<file path="src/rtl/imm_gen_pkg.sv">
// imm_gen_pkg: shared types and opcode constants for the immediate-generation
// stage (imm_type_e format enum, RV32I/RV64I major opcodes, shift funct3 codes).
package imm_gen_pkg;

   typedef enum logic [2:0] {
      IMM_NONE = 3'd0,
      IMM_I    = 3'd1,
      IMM_S    = 3'd2,
      IMM_B    = 3'd3,
      IMM_U    = 3'd4,
      IMM_J    = 3'd5
   } imm_type_e;

   localparam logic [6:0] OPC_OP_IMM = 7'b0010011;
   localparam logic [6:0] OPC_LOAD   = 7'b0000011;
   localparam logic [6:0] OPC_JALR   = 7'b1100111;
   localparam logic [6:0] OPC_SYSTEM = 7'b1110011;
   localparam logic [6:0] OPC_STORE  = 7'b0100011;
   localparam logic [6:0] OPC_BRANCH = 7'b1100011;
   localparam logic [6:0] OPC_JAL    = 7'b1101111;
   localparam logic [6:0] OPC_LUI    = 7'b0110111;
   localparam logic [6:0] OPC_AUIPC  = 7'b0010111;
   localparam logic [6:0] OPC_OP     = 7'b0110011;

   localparam logic [2:0] F3_SLL = 3'b001;
   localparam logic [2:0] F3_SRX = 3'b101;

endpackage

</file>
<file path="src/rtl/imm_gen_if.sv">
// imm_gen_if: valid/ready bus around the immediate-generation stage.
//   in_valid/in_ready/in_inst/in_pc      : fetch -> stage
//   out_valid/out_ready/out_imm/out_type/out_target/out_pc/out_illegal
//                                        : stage -> execute
// modport slave is the stage, modport master is its surroundings.
interface imm_gen_if #(
   parameter int XLEN = 32
);
   import imm_gen_pkg::*;

   logic            in_valid;
   logic            in_ready;
   logic [31:0]     in_inst;
   logic [XLEN-1:0] in_pc;
   logic            out_valid;
   logic            out_ready;
   logic [XLEN-1:0] out_imm;
   imm_type_e       out_type;
   logic [XLEN-1:0] out_target;
   logic [XLEN-1:0] out_pc;
   logic            out_illegal;

   modport master (
      output in_valid, in_inst, in_pc, out_ready,
      input  in_ready, out_valid, out_imm, out_type, out_target, out_pc, out_illegal
   );

   modport slave (
      input  in_valid, in_inst, in_pc, out_ready,
      output in_ready, out_valid, out_imm, out_type, out_target, out_pc, out_illegal
   );

endinterface

</file>
<file path="src/rtl/imm_decode.sv">
// imm_decode: combinational immediate decoder.
//   inst    in  32    instruction word
//   pc      in  XLEN  instruction address
//   imm     out XLEN  sign-extended immediate (B/J halfword units if HALF_SCALED)
//   itype   out 3     immediate format
//   target  out XLEN  pc + byte offset for B, J, AUIPC; 0 otherwise
//   illegal out 1     opcode not supported
module imm_decode
   import imm_gen_pkg::*;
#(
   parameter int XLEN        = 32,
   parameter int HALF_SCALED = 0
) (
   input  logic [31:0]     inst,
   input  logic [XLEN-1:0] pc,
   output logic [XLEN-1:0] imm,
   output imm_type_e       itype,
   output logic [XLEN-1:0] target,
   output logic            illegal
);

   logic [6:0] opcode;
   logic [2:0] funct3;
   logic signed [XLEN-1:0] i_imm, s_imm, b_imm, j_imm, u_imm;
   logic [XLEN-1:0] shamt;

   assign opcode = inst[6:0];
   assign funct3 = inst[14:12];

   assign i_imm = XLEN'($signed(inst[31:20]));
   assign s_imm = XLEN'($signed({inst[31:25], inst[11:7]}));
   assign b_imm = XLEN'($signed({inst[31], inst[7], inst[30:25], inst[11:8], 1'b0}));
   assign j_imm = XLEN'($signed({inst[31], inst[19:12], inst[20], inst[30:21], 1'b0}));
   assign u_imm = XLEN'($signed({inst[31:12], 12'b0}));
   // RV64 shifts carry a 6-bit shamt; funct7 bits above it are not part of the immediate
   assign shamt = (XLEN == 64) ? XLEN'(inst[25:20]) : XLEN'(inst[24:20]);

   always_comb begin
      imm     = '0;
      itype   = IMM_NONE;
      target  = '0;
      illegal = 1'b0;
      case (opcode)
         OPC_OP_IMM: begin
            itype = IMM_I;
            imm   = (funct3 == F3_SLL || funct3 == F3_SRX) ? shamt : i_imm;
         end
         OPC_LOAD, OPC_JALR, OPC_SYSTEM: begin
            itype = IMM_I;
            imm   = i_imm;
         end
         OPC_STORE: begin
            itype = IMM_S;
            imm   = s_imm;
         end
         OPC_BRANCH: begin
            itype  = IMM_B;
            imm    = (HALF_SCALED != 0) ? (b_imm >>> 1) : b_imm;
            target = pc + b_imm;
         end
         OPC_JAL: begin
            itype  = IMM_J;
            imm    = (HALF_SCALED != 0) ? (j_imm >>> 1) : j_imm;
            target = pc + j_imm;
         end
         OPC_LUI: begin
            itype = IMM_U;
            imm   = u_imm;
         end
         OPC_AUIPC: begin
            itype  = IMM_U;
            imm    = u_imm;
            target = pc + u_imm;
         end
         OPC_OP: ;
         default: illegal = 1'b1;
      endcase
   end

endmodule

</file>
<file path="src/rtl/imm_gen_stage.sv">
// imm_gen_stage: decode stage producing immediates into a DEPTH-entry FIFO.
//   clk, rst     clock and synchronous active-high reset
//   flush        drop all buffered entries and the same-cycle input
//   bus          imm_gen_if slave: in_* from fetch, out_* to execute
//   illegal_cnt  saturating count of accepted illegal instructions
module imm_gen_stage
   import imm_gen_pkg::*;
#(
   parameter int XLEN        = 32,
   parameter int DEPTH       = 2,
   parameter int HALF_SCALED = 0
) (
   input  logic        clk,
   input  logic        rst,
   input  logic        flush,
   imm_gen_if.slave    bus,
   output logic [15:0] illegal_cnt
);

   localparam int AW = (DEPTH > 1) ? $clog2(DEPTH) : 1;
   localparam int CW = $clog2(DEPTH) + 1;

   logic [XLEN-1:0] dec_imm, dec_target;
   imm_type_e       dec_type;
   logic            dec_illegal;

   imm_decode #(
      .XLEN        (XLEN),
      .HALF_SCALED (HALF_SCALED)
   ) u_dec (
      .inst    (bus.in_inst),
      .pc      (bus.in_pc),
      .imm     (dec_imm),
      .itype   (dec_type),
      .target  (dec_target),
      .illegal (dec_illegal)
   );

   logic [XLEN-1:0] mem_imm    [DEPTH];
   logic [XLEN-1:0] mem_target [DEPTH];
   logic [XLEN-1:0] mem_pc     [DEPTH];
   imm_type_e       mem_type   [DEPTH];
   logic            mem_ill    [DEPTH];

   logic [AW-1:0] wr_ptr, rd_ptr;
   logic [CW-1:0] count;
   logic          full, vld, push, pop;

   function automatic logic [AW-1:0] ptr_inc(input logic [AW-1:0] p);
      return (p == AW'(DEPTH - 1)) ? '0 : p + AW'(1);
   endfunction

   assign full         = (count == CW'(DEPTH));
   assign vld          = (count != '0);
   // in_ready ignores pop so a full FIFO never accepts, even while draining
   assign bus.in_ready = !full && !rst;
   assign push         = bus.in_valid && bus.in_ready && !flush;
   assign pop          = vld && bus.out_ready;

   always_ff @(posedge clk) begin
      if (push) begin
         mem_imm[wr_ptr]    <= dec_imm;
         mem_target[wr_ptr] <= dec_target;
         mem_pc[wr_ptr]     <= bus.in_pc;
         mem_type[wr_ptr]   <= dec_type;
         mem_ill[wr_ptr]    <= dec_illegal;
      end
   end

   always_ff @(posedge clk) begin
      if (rst) begin
         wr_ptr      <= '0;
         rd_ptr      <= '0;
         count       <= '0;
         illegal_cnt <= '0;
      end else if (flush) begin
         wr_ptr <= '0;
         rd_ptr <= '0;
         count  <= '0;
      end else begin
         if (push) wr_ptr <= ptr_inc(wr_ptr);
         if (pop)  rd_ptr <= ptr_inc(rd_ptr);
         case ({push, pop})
            2'b10:   count <= count + CW'(1);
            2'b01:   count <= count - CW'(1);
            default: ;
         endcase
         if (push && dec_illegal && illegal_cnt != '1)
            illegal_cnt <= illegal_cnt + 16'd1;
      end
   end

   assign bus.out_valid   = vld;
   assign bus.out_imm     = vld ? mem_imm[rd_ptr]    : '0;
   assign bus.out_target  = vld ? mem_target[rd_ptr] : '0;
   assign bus.out_pc      = vld ? mem_pc[rd_ptr]     : '0;
   assign bus.out_type    = vld ? mem_type[rd_ptr]   : IMM_NONE;
   assign bus.out_illegal = vld ? mem_ill[rd_ptr]    : 1'b0;

endmodule

</file>
<file path="src/flat_wrapper.sv">
// flat-port wrapper written by rule: the top's interface ports become plain ports
module imm_gen_stage_flat import imm_gen_pkg::*;
#(
   parameter int XLEN        = 32,
   parameter int DEPTH       = 2,
   parameter int HALF_SCALED = 0
)
  (clk, rst, flush, illegal_cnt, bus_in_valid, bus_in_inst, bus_in_pc, bus_out_ready, bus_in_ready, bus_out_valid, bus_out_imm, bus_out_type, bus_out_target, bus_out_pc, bus_out_illegal);
  imm_gen_if #(.XLEN(XLEN)) bus_i ();
  input  logic clk;
  input  logic rst;
  input  logic flush;
  output logic [15:0] illegal_cnt;
  input wire logic [$bits(bus_i.in_valid)-1:0] bus_in_valid;
  input wire logic [$bits(bus_i.in_inst)-1:0] bus_in_inst;
  input wire logic [$bits(bus_i.in_pc)-1:0] bus_in_pc;
  input wire logic [$bits(bus_i.out_ready)-1:0] bus_out_ready;
  output wire logic [$bits(bus_i.in_ready)-1:0] bus_in_ready;
  output wire logic [$bits(bus_i.out_valid)-1:0] bus_out_valid;
  output wire logic [$bits(bus_i.out_imm)-1:0] bus_out_imm;
  output wire logic [$bits(bus_i.out_type)-1:0] bus_out_type;
  output wire logic [$bits(bus_i.out_target)-1:0] bus_out_target;
  output wire logic [$bits(bus_i.out_pc)-1:0] bus_out_pc;
  output wire logic [$bits(bus_i.out_illegal)-1:0] bus_out_illegal;
  assign bus_i.in_valid = bus_in_valid;
  assign bus_i.in_inst = bus_in_inst;
  assign bus_i.in_pc = bus_in_pc;
  assign bus_i.out_ready = bus_out_ready;
  assign bus_in_ready = bus_i.in_ready;
  assign bus_out_valid = bus_i.out_valid;
  assign bus_out_imm = bus_i.out_imm;
  assign bus_out_type = bus_i.out_type;
  assign bus_out_target = bus_i.out_target;
  assign bus_out_pc = bus_i.out_pc;
  assign bus_out_illegal = bus_i.out_illegal;
  imm_gen_stage #(.XLEN(XLEN), .DEPTH(DEPTH), .HALF_SCALED(HALF_SCALED)) u_core (.clk(clk), .rst(rst), .flush(flush), .bus(bus_i), .illegal_cnt(illegal_cnt));
endmodule
</file>
<file path="config.mk">
export PLATFORM = sky130hd
export DESIGN_NAME = imm_gen_stage_flat
export DESIGN_NICKNAME = d
export VERILOG_FILES = /design/src/rtl/imm_gen_pkg.sv /design/src/rtl/imm_gen_if.sv /design/src/rtl/imm_decode.sv /design/src/rtl/imm_gen_stage.sv /design/src/flat_wrapper.sv
export SDC_FILE = /design/constraint.sdc
export NUM_CORES = 1
export LEC_CHECK = 0
export CAP_MARGIN = 30
export CORE_MARGIN = 5
export CORE_UTILIZATION = 55
export DETAILED_ROUTE_END_ITERATION = 12
export PLACE_DENSITY = 0.78
export SETUP_SLACK_MARGIN = 0.5
export SYNTH_ARGS = -nofsm -noshare
export SYNTH_HDL_FRONTEND = slang
export SYNTH_HIERARCHICAL = 1
export SYNTH_SLANG_ARGS = --single-unit
</file>
<file path="constraint.sdc">
create_clock -name clk -period 26.3 [get_ports clk]
set_clock_uncertainty 0.15 [all_clocks]
set_input_delay 5.26 -clock clk [delete_from_list [all_inputs] [get_ports clk]]
set_output_delay 5.26 -clock clk [all_outputs]
set_load 0.005 [all_outputs]
</file>
# After elaboration in Yosys (flattened, before gate mapping)
# Memory sizes are Yosys's and may differ from the RTL's. A register that Yosys moved wholly into a read port is not among the register bits.
# Cells that the tools add are included.
[op_classes]
n_addsub = 8
mul = 0
div = 0
n_lt_le_gt_ge = 0
eq_ne = 16
shifts = 0
mux = 25
bitwise_logic = 1
n_reduce_logical = 18
[op_table]
columns = ["cell", "n"]
rows = [
  ["$pmux 32 s6", 1],
  ["$mux 32", 4],
  ["$add 32x32->32", 3],
  ["$pmux 32 s3", 1],
  ["$eq 7x7->1 const B", 4],
  ["$eq 7x6->1 const B", 3],
  ["$add 16x1->16 const B", 1],
  ["$mux 1", 16],
  ["$ne 16x16->1 const B", 1],
  ["$pmux 3 s5", 1],
  ["$eq 7x5->1 const B", 2],
  ["$reduce_or 10->1", 1],
  ["$eq 7x2->1 const B", 1],
  ["$logic_and 1x1->1", 6],
  ["$eq 2x2->1 const B", 2],
  ["$pmux 2 s2", 1],
  ["$reduce_bool 2->1", 2],
  ["$reduce_or 2->1", 2],
  ["$reduce_or 4->1", 1],
  ["$eq 3x1->1 const B", 1],
  ["$eq 3x3->1 const B", 1],
  ["$logic_not 1->1", 3],
  ["$mux 3", 1],
  ["$reduce_or 3->1", 1],
  ["other kinds (7)", 8],
]
[totals]
reg_bits = 20
latchBits = 0
ram_bits = 200
rom_bits = 0
input_bits = 69
n_memories = 5
[mem_list]
columns = ["name", "words", "word_bits", "rd", "rd_ports_with_merged_regs", "write_ports", "line_no", "text"]
rows = [
  ["u_core.mem_imm", 2, 32, 1, 1, 1, "imm_gen_stage.sv:39", "logic [XLEN-1:0] mem_imm [DEPTH];"],
  ["u_core.mem_pc", 2, 32, 1, 1, 1, "imm_gen_stage.sv:41", "logic [XLEN-1:0] mem_pc [DEPTH];"],
  ["u_core.mem_target", 2, 32, 1, 1, 1, "imm_gen_stage.sv:40", "logic [XLEN-1:0] mem_target [DEPTH];"],
  ["u_core.mem_type", 2, 3, 1, 1, 1, "imm_gen_stage.sv:42", "imm_type_e mem_type [DEPTH];"],
  ["u_core.mem_ill", 2, 1, 1, 1, 1, "imm_gen_stage.sv:43", "logic mem_ill [DEPTH];"],
]

# Logic depth before layout (Yosys ltp)
[logic_depth]
word_depth = 8
mapped_depth = 19
mapped_depth_nobuf = 17

# Modules after synthesis
# The synthesis kept the hierarchy.
[modules_own_cells]
columns = ["module", "instances", "cells_per_inst", "area_per_inst_um2", "seq_area_each_um2"]
rows = [
  ["imm_gen_stage", 1, 560, 8624.5, 6426.2],
  ["imm_decode", 1, 475, 3337.0, 0.0],
]

# Worst setup path before layout
# OpenSTA, ideal clock, no wires.
[synth_timing]
kind = "input-to-reg"
startpoint = "in rst"
endpoint = "mem u_core.mem_ill[0], enable pin"
setup_ps = 681
arrival_time_ps = 12508
t_required_ps = 25469
slack_ps = 12961
stages = 4
cell_sequence = "buf_6 or2_1 buf_6 nor3_1"
[synth_via]
elab_chain_len = 6
[synth_rtl]
columns = ["item", "line_no", "text"]
rows = [
  ["start: declaration", "flat_wrapper.sv:11", "input logic rst;"],
  ["$logic_not 1->1", "imm_gen_stage.sv:56", "assign bus.in_ready = !full && !rst;"],
  ["$logic_and 1x1->1", "imm_gen_stage.sv:56", ""],
  ["$logic_and 1x1->1 (2 in series)", "imm_gen_stage.sv:57", "assign push = bus.in_valid && bus.in_ready && !flush;"],
  ["$mux 1", "imm_gen_stage.sv:61", "if (push) begin"],
  ["$mux 1 (implied by the code)", "imm_gen_stage.sv:66", "mem_ill[wr_ptr] <= dec_illegal;"],
  ["end: declaration", "imm_gen_stage.sv:43", ""],
]
# Every way passes these cells.

# Worst setup path after layout
[layout_timing]
startpoint = "in rst"
endpoint = "out bus_in_ready"
[layout_via]
elab_chain_len = 2
[layout_rtl]
columns = ["item", "line_no", "text"]
rows = [
  ["$logic_not 1->1", "imm_gen_stage.sv:56", ""],
  ["$logic_and 1x1->1", "imm_gen_stage.sv:56", ""],
  ["end: declaration", "flat_wrapper.sv:18", "output wire logic [$bits(bus_i.in_ready)-1:0] bus_in_ready;"],
]
# Every way passes these cells.

==> out/metrics.cfg <==
[critical_path]
worst_path_most_repeated_cell=clkdlybuf4s50_1
cp-startpoint=rst
path_max_fanout=19
end_kind=output pin
cp.arrival_ns=6.76
r2r_setup_slack_ns=23.43
critPathCapture=bus_in_ready
setup.worst_path.start_class=input pin
r2r_end=u_core/mem_pc[1][14]
reg2reg_depth=5
path_cells=clkdlybuf4s50_1 -> nor2_1 -> clkdlybuf4s50_1
worst-setup-path-type=in -> out
r2r-start=u_core/count[0]
cp.required_ns=20.89
worst_path_max_delay_cell=clkdlybuf4s50_1
max_stage_delay_ns=0.75

[floorplan]
die-area_um2=24800
placeableCoreArea_um2=21620
fp.dieH_um=157.5
ios=187
start_util_pct=55.32
die_w_um=157.5
floorplan.rows=54

[place]
dp.cells=1462
place_ws_ns=14.13
dp_hpwl_um=21170
place_area_um2=14080
numPortBuffers=186
place_congestion=0.9558

[cells_and_area]
seq_area_um2=6430
final_nets=1332
diodes=0
synthToLayoutAreaGrowth_pct=24.01
multi_input_area_um2=5273
drive_gt1_share_pct=6.219
final_cell_mix=edfxtp_1, clkdlybuf4s50_1, nor2_1
fin_area_um2=14830
fillCellCount=1615
fin_cells=1502
layout_commonest_cell=edfxtp_1

[cts]
clock_latency_ns=0.51
cts_setup_buffers=0
clk_path_buf_depth=3
cts_resized=0
numCtsBuffers=24
cts_hold_buf=0
clock-root-buffer=clkbuf_16
htree_levels=1
clock-sinks=221
cts_tree=done
clkTransAtPathRegs_ns=0.05

[synth]
syn_nets=1159
syn_inst=1035
syn_area_per_cell_um2=11.56
synth_cell_types=77
synth_warnings=6
synth_area_um2=11960
ys_seq_area_share_pct=53.72
synth_edf_count=200
ys_ff_latch=221
synth_ff_type=edfxtp_1
synthArstFlopShare_pct=0

[power]
clkPwrFrac_pct=39.1
powerDensity_nw_per_um2=55.07
leakage_nw=5.383
p_seq_share_pct=47.4
p_switching_uw=191.9
comb_power_share_pct=13.5
intPower_uw=625.0
ir_drop_mv=0.04049
p_sw_share_pct=23.49

[sta]
fin_tns_setup_ns=0
slew_viol_final=0
rsz0062_at_grt=false
fin_ws_ns=14.13
period_minus_slack_ns=12.17
slew-limit-headroom_pct=27.58
fin_crit_sh_pct=46.26
tightest_slew_ns=1.086
setup_viol=0
clock.fmax_mhz=82.20
hold_viol_final=0

[global_routing]
grt_max_degree=57
grt_usage_pct=23.18
overflow=0
grt_pass1_wl_um=45690
grt_pass1_vias=8733
antenna_found_initial=3

[route]
via_count=8857
avgViaCountPerCell=5.897
ant_nets=0
drc=0
firstDrtPassIters=5
routed_wire_length_per_instance_um=19.55
drt-total-wl_um=29370
drtIter0Drc=645

[run]
cap_violations=0

[min_path]
min_path_type=reg -> reg

[status]
outcome=complete, no violations

## logic make-up (layout without fill, tap and decap cells)
kind of cell,Yosys count,after routing,synth area share (%)
flip-flops,221,221,53.72
AND/OR/NAND/NOR,306,306,12.43
adder cells (fa/ha/maj),55,55,5.879
buffers and inverters,70,257,2.395
AO/OA/AOI/OAI,231,231,13.28
XOR/XNOR,46,46,3.368
multiplexers,106,106,8.923
## cell type report
cell class                 instances  share of cell area, %
clock buffer                      28                  4.294
clock inverter                    12                 0.7507
inverter                          20                 0.5061
multi-input combinational        744                  35.55
sequential                       221                  43.35
tap                              280                  2.362
timing repair buffer             197                  13.19
## sequential cells by signal, indices dropped and copies added (netlist names), named ones only
signal / cells
u_core/wr_ptr: 1
u_core/mem_ill: 2
u_core/illegal_cnt: 16
u_core/count: 2
u_core/mem_target: 64
u_core/mem_type: 6
u_core/mem_pc: 64
u_core/mem_imm: 64
u_core/rd_ptr: 1
## cell usage after synthesis, drive strengths merged (18+ instances only)
| cell type | number | area [µm²] |
|---|---|---|
| edfxtp | 200 | 6006 |
| nor2 | 136 | 510.5 |
| mux2i | 101 | 1011 |
| a21oi | 58 | 312.8 |
| ha | 53 | 663.1 |
| nand2 | 45 | 168.9 |
| a21o | 41 | 310.3 |
| o21ai | 41 | 205.2 |
| clkbuf | 33 | 125.1 |
| xor2 | 24 | 210.2 |
| xnor2 | 22 | 192.7 |
| dfxtp | 21 | 420.4 |
| inv | 20 | 75.07 |
| nor3 | 20 | 116.4 |
| nand3 | 18 | 90.09 |
## critical path, delay by kind of cell
family                 cells  cell delay, ns
AND/OR/NAND/NOR            1            0.22
buffers and inverters      2            1.27
## power groups by stage
stage                     logic (mW)  clock network, mW  registers [mW]
after CTS                      0.110              0.326           0.387
final                          0.110              0.320           0.387
after detailed placement       0.109                  0           0.394
after floorplan               0.0703                  0           0.395
after global routing           0.120              0.342           0.387
after global placement         0.107                  0           0.394
## worst min path at each step
stage | start | to | slack, ns | cells after the start
floorplan | u_core/rd_ptr | flip-flop | 0.32 | 2
global placement | u_core/rd_ptr | u_core/rd_ptr | 0.33 | 2
detailed placement | u_core/rd_ptr | u_core/rd_ptr | 0.34 | 2
CTS | u_core/rd_ptr | u_core/rd_ptr | 0.36 | 2
global route | u_core/rd_ptr | u_core/rd_ptr | 0.37 | 2
finish | u_core/rd_ptr | u_core/rd_ptr | 0.35 | 2
## stage by stage
step | util [%] | power (mW) | hold WS (ns)
global placement | 65.05 | 0.5011 | 0.3341
CTS | 68.61 | 0.8230 | 0.3564
detailed placement | 65.14 | 0.5032 | 0.3396
global route | 68.61 | 0.8493 | 0.3734
finish | 68.61 | 0.8168 | 0.3526
floorplan | - | 0.4653 | 0.3225
## routing by layer
| layer | up-vias | share of wire, % | global-route usage [%] |
|---|---|---|---|
| met2 | 304 | 49 | 38.59 |
| met3 | 43 | 7.4 | 4.427 |
| li1 | 4240 | - | - |
| met5 | - | 0.095 | 0 |
| met1 | 4264 | 42 | 31.79 |
| met4 | 6 | 1.7 | 5.326 |
Note: power is estimated with default switching activity, not from simulation.
